==> src/rtl/axi_pkg.sv <==
// Shared AXI constants and the read-master FSM state encoding.
package axi_pkg;

   localparam logic [1:0] FIXED = 2'd0;
   localparam logic [1:0] INCR  = 2'd1;
   localparam logic [1:0] WRAP  = 2'd2;

   localparam logic [1:0] OKAY   = 2'd0;
   localparam logic [1:0] SLVERR = 2'd2;

   typedef enum logic [1:0] {
      IDLE = 2'd0,
      ADDR = 2'd1,
      DATA = 2'd2,
      DONE = 2'd3
   } state_t;

endpackage

==> src/rtl/axi_memory_master_burst.sv <==
// AXI4 read-only master: splits one read command into MAX_BURST-sized AR bursts
// and forwards every R beat to the requester.
module axi_memory_master_burst
   import axi_pkg::*;
#(
   parameter int ADDR_WIDTH = 32,
   parameter int DATA_WIDTH = 32,
   parameter int ID_WIDTH   = 4,
   parameter int MAX_BURST  = 256
) (
   input  logic                  clk,
   input  logic                  resetn,
   input  logic                  start_read,
   input  logic [ADDR_WIDTH-1:0] read_addr,
   input  logic [31:0]           read_len,
   input  logic [2:0]            read_size,
   input  logic [1:0]            read_burst,
   output logic [ID_WIDTH-1:0]   arid,
   output logic [ADDR_WIDTH-1:0] araddr,
   output logic [7:0]            arlen,
   output logic [2:0]            arsize,
   output logic [1:0]            arburst,
   output logic                  arvalid,
   input  logic                  arready,
   input  logic [ID_WIDTH-1:0]   rid,
   input  logic [DATA_WIDTH-1:0] rdata,
   input  logic [1:0]            rresp,
   input  logic                  rlast,
   input  logic                  rvalid,
   output logic                  rready,
   output logic [DATA_WIDTH-1:0] read_data,
   output logic                  read_data_valid,
   output logic                  read_done,
   output logic                  read_error,
   output logic                  busy
);

   state_t                state, state_next;
   logic [31:0]           remaining;
   logic [31:0]           rem_next;
   logic [ADDR_WIDTH-1:0] burst_bytes;
   logic                  accept;
   logic                  beat;
   logic                  counted;
   logic                  unused_rid;

   function automatic logic [7:0] burst_len_m1(input logic [31:0] rem);
      if (rem >= 32'(MAX_BURST)) return 8'(MAX_BURST - 1);
      return 8'(rem - 32'd1);
   endfunction

   assign arid       = '0;
   assign unused_rid = ^rid;

   assign accept  = (state == IDLE) && start_read && (read_len != 32'd0);
   assign beat    = (state == DATA) && rvalid;
   // Beats arriving after the count is exhausted are swallowed, not counted.
   assign counted = beat && (remaining != 32'd0);
   assign rem_next = counted ? (remaining - 32'd1) : remaining;
   assign burst_bytes = ({{(ADDR_WIDTH-8){1'b0}}, arlen} + ADDR_WIDTH'(1)) << arsize;

   assign arvalid   = (state == ADDR);
   assign rready    = (state == DATA);
   assign read_done = (state == DONE);
   assign busy      = (state == ADDR) || (state == DATA);

   always_comb begin
      state_next = state;
      case (state)
         IDLE: if (accept) state_next = ADDR;
         ADDR: if (arready) state_next = DATA;
         DATA: if (beat && rlast) state_next = (rem_next == 32'd0) ? DONE : ADDR;
         DONE: state_next = IDLE;
         default: state_next = IDLE;
      endcase
   end

   always_ff @(posedge clk or posedge resetn) begin
      if (resetn) state <= IDLE;
      else        state <= state_next;
   end

   always_ff @(posedge clk or posedge resetn) begin
      if (resetn) begin
         araddr          <= '0;
         arlen           <= '0;
         arsize          <= '0;
         arburst         <= '0;
         remaining       <= '0;
         read_data       <= '0;
         read_data_valid <= 1'b0;
         read_error      <= 1'b0;
      end else begin
         read_data_valid <= 1'b0;
         case (state)
            IDLE: begin
               if (accept) begin
                  araddr     <= read_addr;
                  remaining  <= read_len;
                  arlen      <= burst_len_m1(read_len);
                  arsize     <= read_size;
                  arburst    <= read_burst;
                  read_error <= 1'b0;
               end
            end
            DATA: begin
               if (beat) begin
                  remaining <= rem_next;
                  if (counted) begin
                     read_data       <= rdata;
                     read_data_valid <= 1'b1;
                  end
                  if ((rresp != OKAY) || !counted) read_error <= 1'b1;
                  // Early or final rlast: set up the follow-on burst from what is left.
                  if (rlast && (rem_next != 32'd0)) begin
                     arlen <= burst_len_m1(rem_next);
                     if (arburst != FIXED) araddr <= araddr + burst_bytes;
                  end
               end
            end
            default: ;
         endcase
      end
   end

endmodule

==> config.mk <==
export PLATFORM = sky130hd
export DESIGN_NAME = axi_memory_master_burst
export DESIGN_NICKNAME = d
export VERILOG_FILES = /design/src/rtl/axi_pkg.sv /design/src/rtl/axi_memory_master_burst.sv
export SDC_FILE = /design/constraint.sdc
export NUM_CORES = 1
export LEC_CHECK = 0
export BUFFER_PORTS_ARGS = -buffer_cell sky130_fd_sc_hd__buf_2
export CORE_ASPECT_RATIO = 0.75
export CORE_MARGIN = 2
export CORE_UTILIZATION = 43
export DETAILED_ROUTE_END_ITERATION = 7
export PLACE_DENSITY_LB_ADDON = 0.05
export SYNTH_ARGS = -nofsm -noshare
export SYNTH_HDL_FRONTEND = slang
export SYNTH_SLANG_ARGS = --single-unit
==> constraint.sdc <==
create_clock -name clk -period 7.89 [get_ports clk]
set_clock_uncertainty 0.05 [all_clocks]
set_input_delay 0 -clock clk [delete_from_list [all_inputs] [get_ports clk]]
set_output_delay 0 -clock clk [all_outputs]
set_load 0.01 [all_outputs]
==> results of run 1 <==
layer usage:
layer / track usage / up-vias / part of all wire / wire length (microns)
met1: 0.391 / 3825 / 0.50 / 12600
met5: 0 / - / 0 / 0
li1: - / 3884 / - / -
met4: 0.0564 / 0 / 0.0093 / 237
met2: 0.374 / 309 / 0.41 / 10500
met3: 0.0649 / 19 / 0.081 / 2060
logic make-up (layout without fill, tap and decap cells):
logic type / Yosys count / after routing / synth area share
AND/OR/NAND/NOR: 296 / 296 / 0.195
buffers and inverters: 85 / 365 / 0.0458
XOR/XNOR: 31 / 31 / 0.0337
other: 1 / 5 / 0.000466
flip-flops: 113 / 113 / 0.351
AO/OA/AOI/OAI: 249 / 249 / 0.207
multiplexers: 85 / 85 / 0.121
adder cells (fa/ha/maj): 28 / 28 / 0.0444
area by class of cell:
| cell class | count | area (sq um) |
|---|---|---|
| Antenna cell | 1 | 2.50 |
| Clock buffer | 18 | 439 |
| Clock inverter | 14 | 171 |
| Fill cell | 1641 | 7580 |
| Inverter | 30 | 115 |
| Multi-Input combinational cell | 693 | 4890 |
| Sequential cell | 113 | 2830 |
| Tap cell | 247 | 309 |
| Timing Repair Buffer | 303 | 2060 |
critical path, delay by kind of cell (launching register included):
kind / cells / cell delay [ps]
flip-flops: 1 / 430
buffers and inverters: 3 / 990
AND/OR/NAND/NOR: 4 / 1420
adder cells (fa/ha/maj): 1 / 760
AO/OA/AOI/OAI: 4 / 1300
multiplexers: 1 / 320
power groups by stage:
stage	sequential, mW	combinational (mW)	clock, mW
after floorplan	1.16	1.63	0
after global placement	1.21	2.20	0
after detailed placement	1.21	2.21	0
after CTS	1.21	2.26	0.825
after global routing	1.27	2.52	0.859
final	1.22	2.28	0.812
sequential cells by signal (all words and copies together) (netlist names):
name             flops
read_data_valid      1
arlen                8
remaining           32
read_data           32
arburst              2
state                2
read_error           1
araddr              32
arsize               3
worst paths after layout:
check	end	slack, ps	cells after the start
max in group asynchronous	remaining[27]	6390	4
min reg2reg	read_data[9]	450	1
min in group asynchronous	araddr[11]	270	3
max	araddr[5]	2440	13
max reg2reg	araddr[5]	2440	13
min	state[0]	20	4
placed cells by master, fill, tap and decap left out, drive strengths merged, types with 17 or more instances in the layout:
master and count:
a21oi 54, xnor2 22, buf 198, nand3 33, dlygate4sd3 105, dfrtp 113
nor3 21, mux2 74, o21ai 51, nand4 21, and3 17, nor4 20
nor2 67, clkbuf 18, inv 37, o22ai 30, nand2 58, ha 27
what timing repair did:
item,4_1_cts,5_1_grt
setup endpoints to repair,0,0
resized for setup,0,0
hold buffers,105,0
endpoints found under the hold margin,173,0
through the flow:
stage | std cells | worst slack [ps]
floorplan | 891 | 4020
global placement | 1281 | 2490
detailed placement | 1281 | 2510
CTS | 1418 | 2500
global route | 1419 | 2170
finish | 1419 | 2440
==> load_flow_metrics.sql, run 1 <==
INSERT INTO impl_metrics (metric_group, metric, value, unit) VALUES
('outcome', 'status', 'completed', ''),
('route', 'final_antenna_net_count', '0', ''),
('synth', 'netlist_top_cells_area', 'sky130_fd_sc_hd__dfrtp_1 (35%), sky130_fd_sc_hd__mux2_2 (9.1%), sky130_fd_sc_hd__ha_1 (4.2%)', ''),
('timing', 'setup_repair_after_global_routing_missed_its_margin', 'false', ''),
('power', 'seqPwrFrac', '0.283', ''),
('critical_path', 'timing.critical_path.slowest_stage_cell', 'sky130_fd_sc_hd__ha_2', ''),
('timing', 'worst-slew-pin-transition', '883', 'ps'),
('grt', 'first_global_vias', '7649', ''),
('synth', 'synth.ff_latch_count', '113', ''),
('clocking', 'worst_skew_pair.late_latency', '430', 'ps'),
('power', 'cell_internal_pwr', '2.38', 'mW'),
('synth', 'synth_cell_types', '83', ''),
('run', 'drv.max_cap_violation_count', '0', ''),
('synth', 'synth_seq_area_share', '0.351', ''),
('floorplan', 'boundaryPins', '200', ''),
('grt', 'antenna_violations_before_repair', '1', ''),
('synth', 'synth.top_cell.area_share', '0.351', ''),
('critical_path', 'critPathMaxFanout', '42', ''),
('synth', 'synthesis.yosys.warnings', '0', ''),
('power', 'total_power', '4.31', 'mW'),
('critical_path', 'kind_of_start_point_of_the_critical_path', 'flop', ''),
('route', 'via_count', '8037', ''),
('worst_hold_path', 'worst_hold_startpoint', 'arready', ''),
('timing', 'max_slew_margin', '0.407', ''),
('floorplan', 'die_x', '162', 'microns'),
('clocking', 'h-tree-depth', '4', ''),
('critical_path', 'critPathArrivalTime', '5700', 'ps'),
('synth', 'number_of_standard_cells_after_synthesis', '888', ''),
('critical_path', 'crit_path_start', 'state[0]', ''),
('timing', 'whs', '21.6', 'ps'),
('worst_hold_path', 'worstHoldPathType', 'in2reg', ''),
('cells_and_area', 'layout.nets', '1299', ''),
('timing', 'totalNegativeSetupSlack', '0', 'ps'),
('timing', 'hold_violations', '0', ''),
('timing', 'finalMaxSlewViolations', '0', ''),
('power', 'p_leak', '4.71', 'nW'),
('grt', 'grtUsageTotal', '0.259', ''),
('clocking', 'cts_inserted_buffers', '17', ''),
('clocking', 'postCtsSetupBuffers', '0', ''),
('clocking', 'cts_root_buffer', 'sky130_fd_sc_hd__clkbuf_16', ''),
('power', 'worst_ir_drop_vdd', '0.193', 'mV'),
('synth', 'synth.most_common_cell', 'sky130_fd_sc_hd__dfrtp_1', ''),
('floorplan', 'core-area', '18400', 'sq um'),
('power', 'power_density', '398', 'nW/um^2'),
('critical_path', 'slowest_delay', '760', 'ps'),
('power', 'p_clk_frac', '0.188', ''),
('timing', 'fin_crit', '5450', 'ps'),
('clocking', 'cts.clk_slew.worst_paths', '60', 'ps'),
('route', 'route.final.wire_length', '25400', 'microns'),
('floorplan', 'die_h', '123', 'microns'),
('clocking', 'clock-sinks', '113', ''),
('cells_and_area', 'utilization', '0.588', ''),
('place', 'place.detailed.hpwl', '17500', 'microns'),
('floorplan', 'start_util', '0.438', ''),
('route', 'drc', '0', ''),
('cells_and_area', 'syn2layout_area_growth', '34.4', '%'),
('synth', 'synth_area_per_cell', '9.07', 'sq um'),
('route', 'drt_iter0_markers', '711', ''),
('synth', 'mappedNetlistArea', '8050', 'sq um'),
('synth', 'synth.top_cells.by_count', 'sky130_fd_sc_hd__dfrtp_1 (113), sky130_fd_sc_hd__nor2_1 (67), sky130_fd_sc_hd__mux2_2 (65)', ''),
('route', 'drt_pre_antenna_iters', '5', ''),
('critical_path', 'cp-end-kind', 'flop', ''),
('floorplan', 'design.die.area', '19800', 'sq um'),
('power', 'net-switching-power', '1.92', 'mW'),
('floorplan', 'row_count', '43', ''),
('clocking', 'tritoncts', 'built', ''),
('place', 'place_congestion', '0.882', ''),
('cells_and_area', 'drive_gt1_frac', '0.282', ''),
('critical_path', 'worst_ep_required_time', '8150', 'ps'),
('route', 'drt-vias-per-instance', '5.66', ''),
('timing', 'top_achievable_clock_speed', '184', 'MHz');
Note: power is estimated with default switching activity, not from simulation.
==> run 2, diff against run 1 <==
--- a/config.mk
+++ b/config.mk
@@ -5,6 +5,7 @@
 export SDC_FILE = /design/constraint.sdc
 export NUM_CORES = 1
 export LEC_CHECK = 0
+export ABC_AREA = 1
 export BUFFER_PORTS_ARGS = -buffer_cell sky130_fd_sc_hd__buf_2
 export CORE_ASPECT_RATIO = 0.75
 export CORE_MARGIN = 2
==> constraint.sdc (replaced) <==
create_clock -name clk -period 4.55 [get_ports clk]
set_clock_uncertainty 0.05 [all_clocks]
set_input_delay 0 -clock clk [delete_from_list [all_inputs] [get_ports clk]]
set_output_delay 0 -clock clk [all_outputs]
set_load 0.01 [all_outputs]
==> load_flow_metrics.sql, run 2 <==
INSERT INTO impl_metrics (metric_group, metric, value, unit) VALUES
('critical_path', 'timing.critical_path.cells', 'dlygate4sd3_1 -> buf_2 -> nor4_1 -> nand4_1 -> o21bai_1 -> a21oi_1 -> nand2_1 -> inv_2 -> o31ai_1 -> dlygate4sd3_1 -> o21ai_0', ''),
('clocking', 'h-tree-depth', '4', ''),
('timing', 'worst-slew-pin-transition', '986', 'ps'),
('critical_path', 'worst-setup-path-type', 'in2reg', ''),
('floorplan', 'row_count', '45', ''),
('place', 'dpl-instance-area', '10200', 'sq um'),
('outcome', 'status', 'completed', ''),
('clocking', 'tritoncts', 'built', ''),
('synth', 'synthesis.yosys.warnings', '0', ''),
('grt', 'grt_overflow_total', '0', ''),
('timing', 'totalNegativeSetupSlack', '0', 'ps'),
('cells_and_area', 'layout.nets', '1837', ''),
('critical_path', 'timing.critical_path.slowest_stage_cell', 'sky130_fd_sc_hd__dlygate4sd3_1', ''),
('synth', 'synth-edff-count', '0', ''),
('power', 'total_power', '8.74', 'mW'),
('cells_and_area', 'biggestRegsByFlops', 'araddr (32), read_data (32), remaining (32)', ''),
('place', 'io_buffer_count', '191', ''),
('floorplan', 'die_h', '129', 'microns'),
('route', 'via_count', '10178', ''),
('floorplan', 'design.die.area', '22200', 'sq um'),
('clocking', 'cts_inserted_buffers', '17', ''),
('floorplan', 'die_x', '171', 'microns'),
('critical_path', 'regToRegSetupSlack', '530', 'ps'),
('synth', 'number_of_standard_cells_after_synthesis', '1420', ''),
('cells_and_area', 'drive_gt1_frac', '0.169', ''),
('route', 'drt-vias-per-instance', '5.11', ''),
('synth', 'synth_flop_cell', 'sky130_fd_sc_hd__dfrtp_1', ''),
('power', 'power_density', '738', 'nW/um^2'),
('power', 'sw_frac_of_total', '0.517', ''),
('clocking', 'worst_skew_pair.late_latency', '430', 'ps'),
('grt', 'grt_pass1_wl', '51000', 'microns'),
('critical_path', 'critPathArrivalTime', '4310', 'ps'),
('grt', 'first_global_vias', '9565', ''),
('timing', 'fin_crit', '4090', 'ps'),
('critical_path', 'slowest_delay', '660', 'ps'),
('synth', 'synth.ff_latch_count', '113', ''),
('cells_and_area', 'syn2layout_area_growth', '31.2', '%'),
('synth', 'synth.most_common_cell', 'sky130_fd_sc_hd__nand2_1', ''),
('route', 'wl_per_cell', '15.9', 'microns'),
('cells_and_area', 'final_design_area_no_fill', '11800', 'sq um'),
('timing', 'finalMaxSlewViolations', '0', ''),
('synth', 'mappedNetlistArea', '9020', 'sq um'),
('grt', 'global_route.peak_usage_layer', 'met1', ''),
('route', 'route.final.wire_length', '31600', 'microns'),
('clocking', 'cts.clk_slew.worst_paths', '60', 'ps'),
('synth', 'synth_top_cell_by_area', 'sky130_fd_sc_hd__dfrtp_1', ''),
('grt', 'grt_start_max_net_pins', '64', ''),
('critical_path', 'worst_ep_required_time', '4780', 'ps'),
('timing', 'setup_repair_after_global_routing_missed_its_margin', 'false', ''),
('timing', 'top_achievable_clock_speed', '245', 'MHz'),
('floorplan', 'boundaryPins', '200', ''),
('clocking', 'number_of_buffers_between_clock_root_and_the_deepest_sink', '2', ''),
('worst_hold_path', 'worstHoldPathType', 'in2reg', ''),
('place', 'place.detailed.hpwl', '22800', 'microns'),
('timing', 'hold_violations', '0', ''),
('critical_path', 'kind_of_start_point_of_the_critical_path', 'input port', ''),
('synth', 'synth.top_cell.area_share', '0.313', ''),
('power', 'seqPwrFrac', '0.236', ''),
('critical_path', 'worst_path_most_repeated_cell', 'sky130_fd_sc_hd__dlygate4sd3_1', ''),
('place', 'place_congestion', '0.931', ''),
('timing', 'setup_slack', '464', 'ps'),
('cells_and_area', 'num_antenna_cells', '0', ''),
('power', 'net-switching-power', '4.52', 'mW'),
('timing', 'max_slew_margin', '0.343', ''),
('floorplan', 'start_util', '0.442', ''),
('synth', 'synth_seq_area_share', '0.313', ''),
('synth', 'netlist_top_cells_area', 'sky130_fd_sc_hd__dfrtp_1 (31%), sky130_fd_sc_hd__nand2_1 (22%), sky130_fd_sc_hd__nor2_1 (7.7%)', ''),
('power', 'worst_ir_drop_vdd', '0.431', 'mV'),
('route', 'drt_iter0_markers', '928', ''),
('clocking', 'cts_root_buffer', 'sky130_fd_sc_hd__clkbuf_16', ''),
('critical_path', 'cp-end-kind', 'flop', ''),
('grt', 'grt_use_met3', '0.0791', ''),
('cells_and_area', 'layout_commonest_cell', 'sky130_fd_sc_hd__nand2_1', ''),
('run', 'drv.max_cap_violation_count', '0', ''),
('timing', 'number_of_setup_violations_in_the_final_report', '0', ''),
('critical_path', 'critPathMaxFanout', '62', ''),
('clocking', 'postCtsSetupBuffers', '0', ''),
('synth', 'synth.top_cells.by_count', 'sky130_fd_sc_hd__nand2_1 (525), sky130_fd_sc_hd__nor2_1 (186), sky130_fd_sc_hd__dfrtp_1 (113)', ''),
('route', 'final_antenna_net_count', '0', ''),
('place', 'setup_slack_at_placement', '509', 'ps'),
('cells_and_area', 'mostFrequentLayoutCells', 'sky130_fd_sc_hd__nand2_1 (525), sky130_fd_sc_hd__buf_2 (191), sky130_fd_sc_hd__nor2_1 (185), sky130_fd_sc_hd__dfrtp_1 (113), sky130_fd_sc_hd__inv_1 (104)', ''),
('grt', 'use_met2', '0.419', ''),
('route', 'drt_pre_antenna_iters', '7', ''),
('synth', 'async_flop_share', '1.00', ''),
('synth', 'synth_area_per_cell', '6.36', 'sq um'),
('grt', 'grtUsageTotal', '0.295', ''),
('power', 'p_leak', '6.02', 'nW'),
('grt', 'antenna_violations_before_repair', '1', ''),
('power', 'p_comb_frac', '0.594', ''),
('clocking', 'clock-sinks', '113', ''),
('grt', 'global_route.usage.met1', '0.448', ''),
('power', 'p_clk_frac', '0.170', ''),
('synth', 'synth_cell_types', '44', ''),
('route', 'drc', '0', ''),
('timing', 'layout_worst_path_cycle_share', '0.898', ''),
('power', 'cell_internal_pwr', '4.22', 'mW'),
('floorplan', 'core-area', '20400', 'sq um');
## run 2: cell count changes after synthesis, sizes merged, moves of 24 or more
cell | before | now
a21oi | 54 | 30
inv | 29 | 109
mux2 | 74 | 0
nand2 | 58 | 531
nand3 | 33 | 86
nor2 | 67 | 204
o21ai | 51 | 111
## run 2: power by group through the flow
| stage | Sequential [mW] | Combinational [mW] | Clock (mW) |
|---|---|---|---|
| 5_1_grt | 2.14 | 5.90 | 1.54 |
| 2_1_floorplan | 2.05 | 3.54 | 0 |
| 3_3_place_gp | 2.06 | 4.99 | 0 |
| 4_1_cts | 2.05 | 5.12 | 1.50 |
| 6_report | 2.07 | 5.19 | 1.48 |
| 3_5_place_dp | 2.05 | 5.03 | 0 |
## run 2: routing by layer
| layer | vias to the layer above | part of all wire |
|---|---|---|
| met5 | - | 0.00038 |
| met4 | 2 | 0.0096 |
| met3 | 30 | 0.099 |
| met2 | 418 | 0.40 |
| met1 | 4609 | 0.49 |
| li1 | 5119 | - |
## run 2: timing repair
| item | 4_1_cts | 5_1_grt |
|---|---|---|
| hold buffers | 103 | 0 |
| gates resized for setup | 0 | 2 |
| hold endpoints to repair | 164 | 0 |
| setup endpoints to repair | 0 | 4 |
## run 2: final timing paths
| check | cells past startpoint | from | end |
|---|---|---|---|
| max | 11 | read_len[31] | read_error |
| min | 6 | read_len[2] | arlen[2] |
| max reg2reg | 19 | arlen[0] | araddr[21] |
| min reg2reg | 2 | read_data[31] | read_data[31] |
| max in group asynchronous | 4 | resetn | araddr[8] |
| min in group asynchronous | 3 | resetn | read_data[1] |
## run 2: area by class of cell
class | instances | area, sq um
repair buffers | 306 | 2090
fillers | 1965 | 8600
multi-input cells | 1149 | 5530
clock inverters | 15 | 209
well taps | 282 | 353
clock buffers | 17 | 425
flip-flops and latches | 113 | 2830
inverters | 109 | 412
## run 2: cell families (layout without fill, tap and decap cells)
| kind of cell | after synthesis | after routing | share of synthesized area |
|---|---|---|---|
| xor+xnor | 33 | 33 | 0.0320 |
| compound gates | 190 | 190 | 0.115 |
| fa+ha+maj | 28 | 28 | 0.0397 |
| other cells | 1 | 4 | 0.000416 |
| flops | 113 | 113 | 0.313 |
| mux | 11 | 11 | 0.0122 |
| buf+inv | 161 | 447 | 0.0769 |
| simple gates | 883 | 883 | 0.410 |
## run 2: per-stage QoR
stage	hold WS [ps]	cells	util
finish	21.2	1991	0.579
global route	64.5	1991	0.579
CTS	7.10	1991	0.579
detailed placement	146	1856	0.498
global placement	141	1856	0.498
floorplan	59.6	1423	-
## run 2: critical path, delay by kind of cell
family	cells	cell delay [ps]
compound gates	4	1050
buf+inv	4	1780
simple gates	3	1420
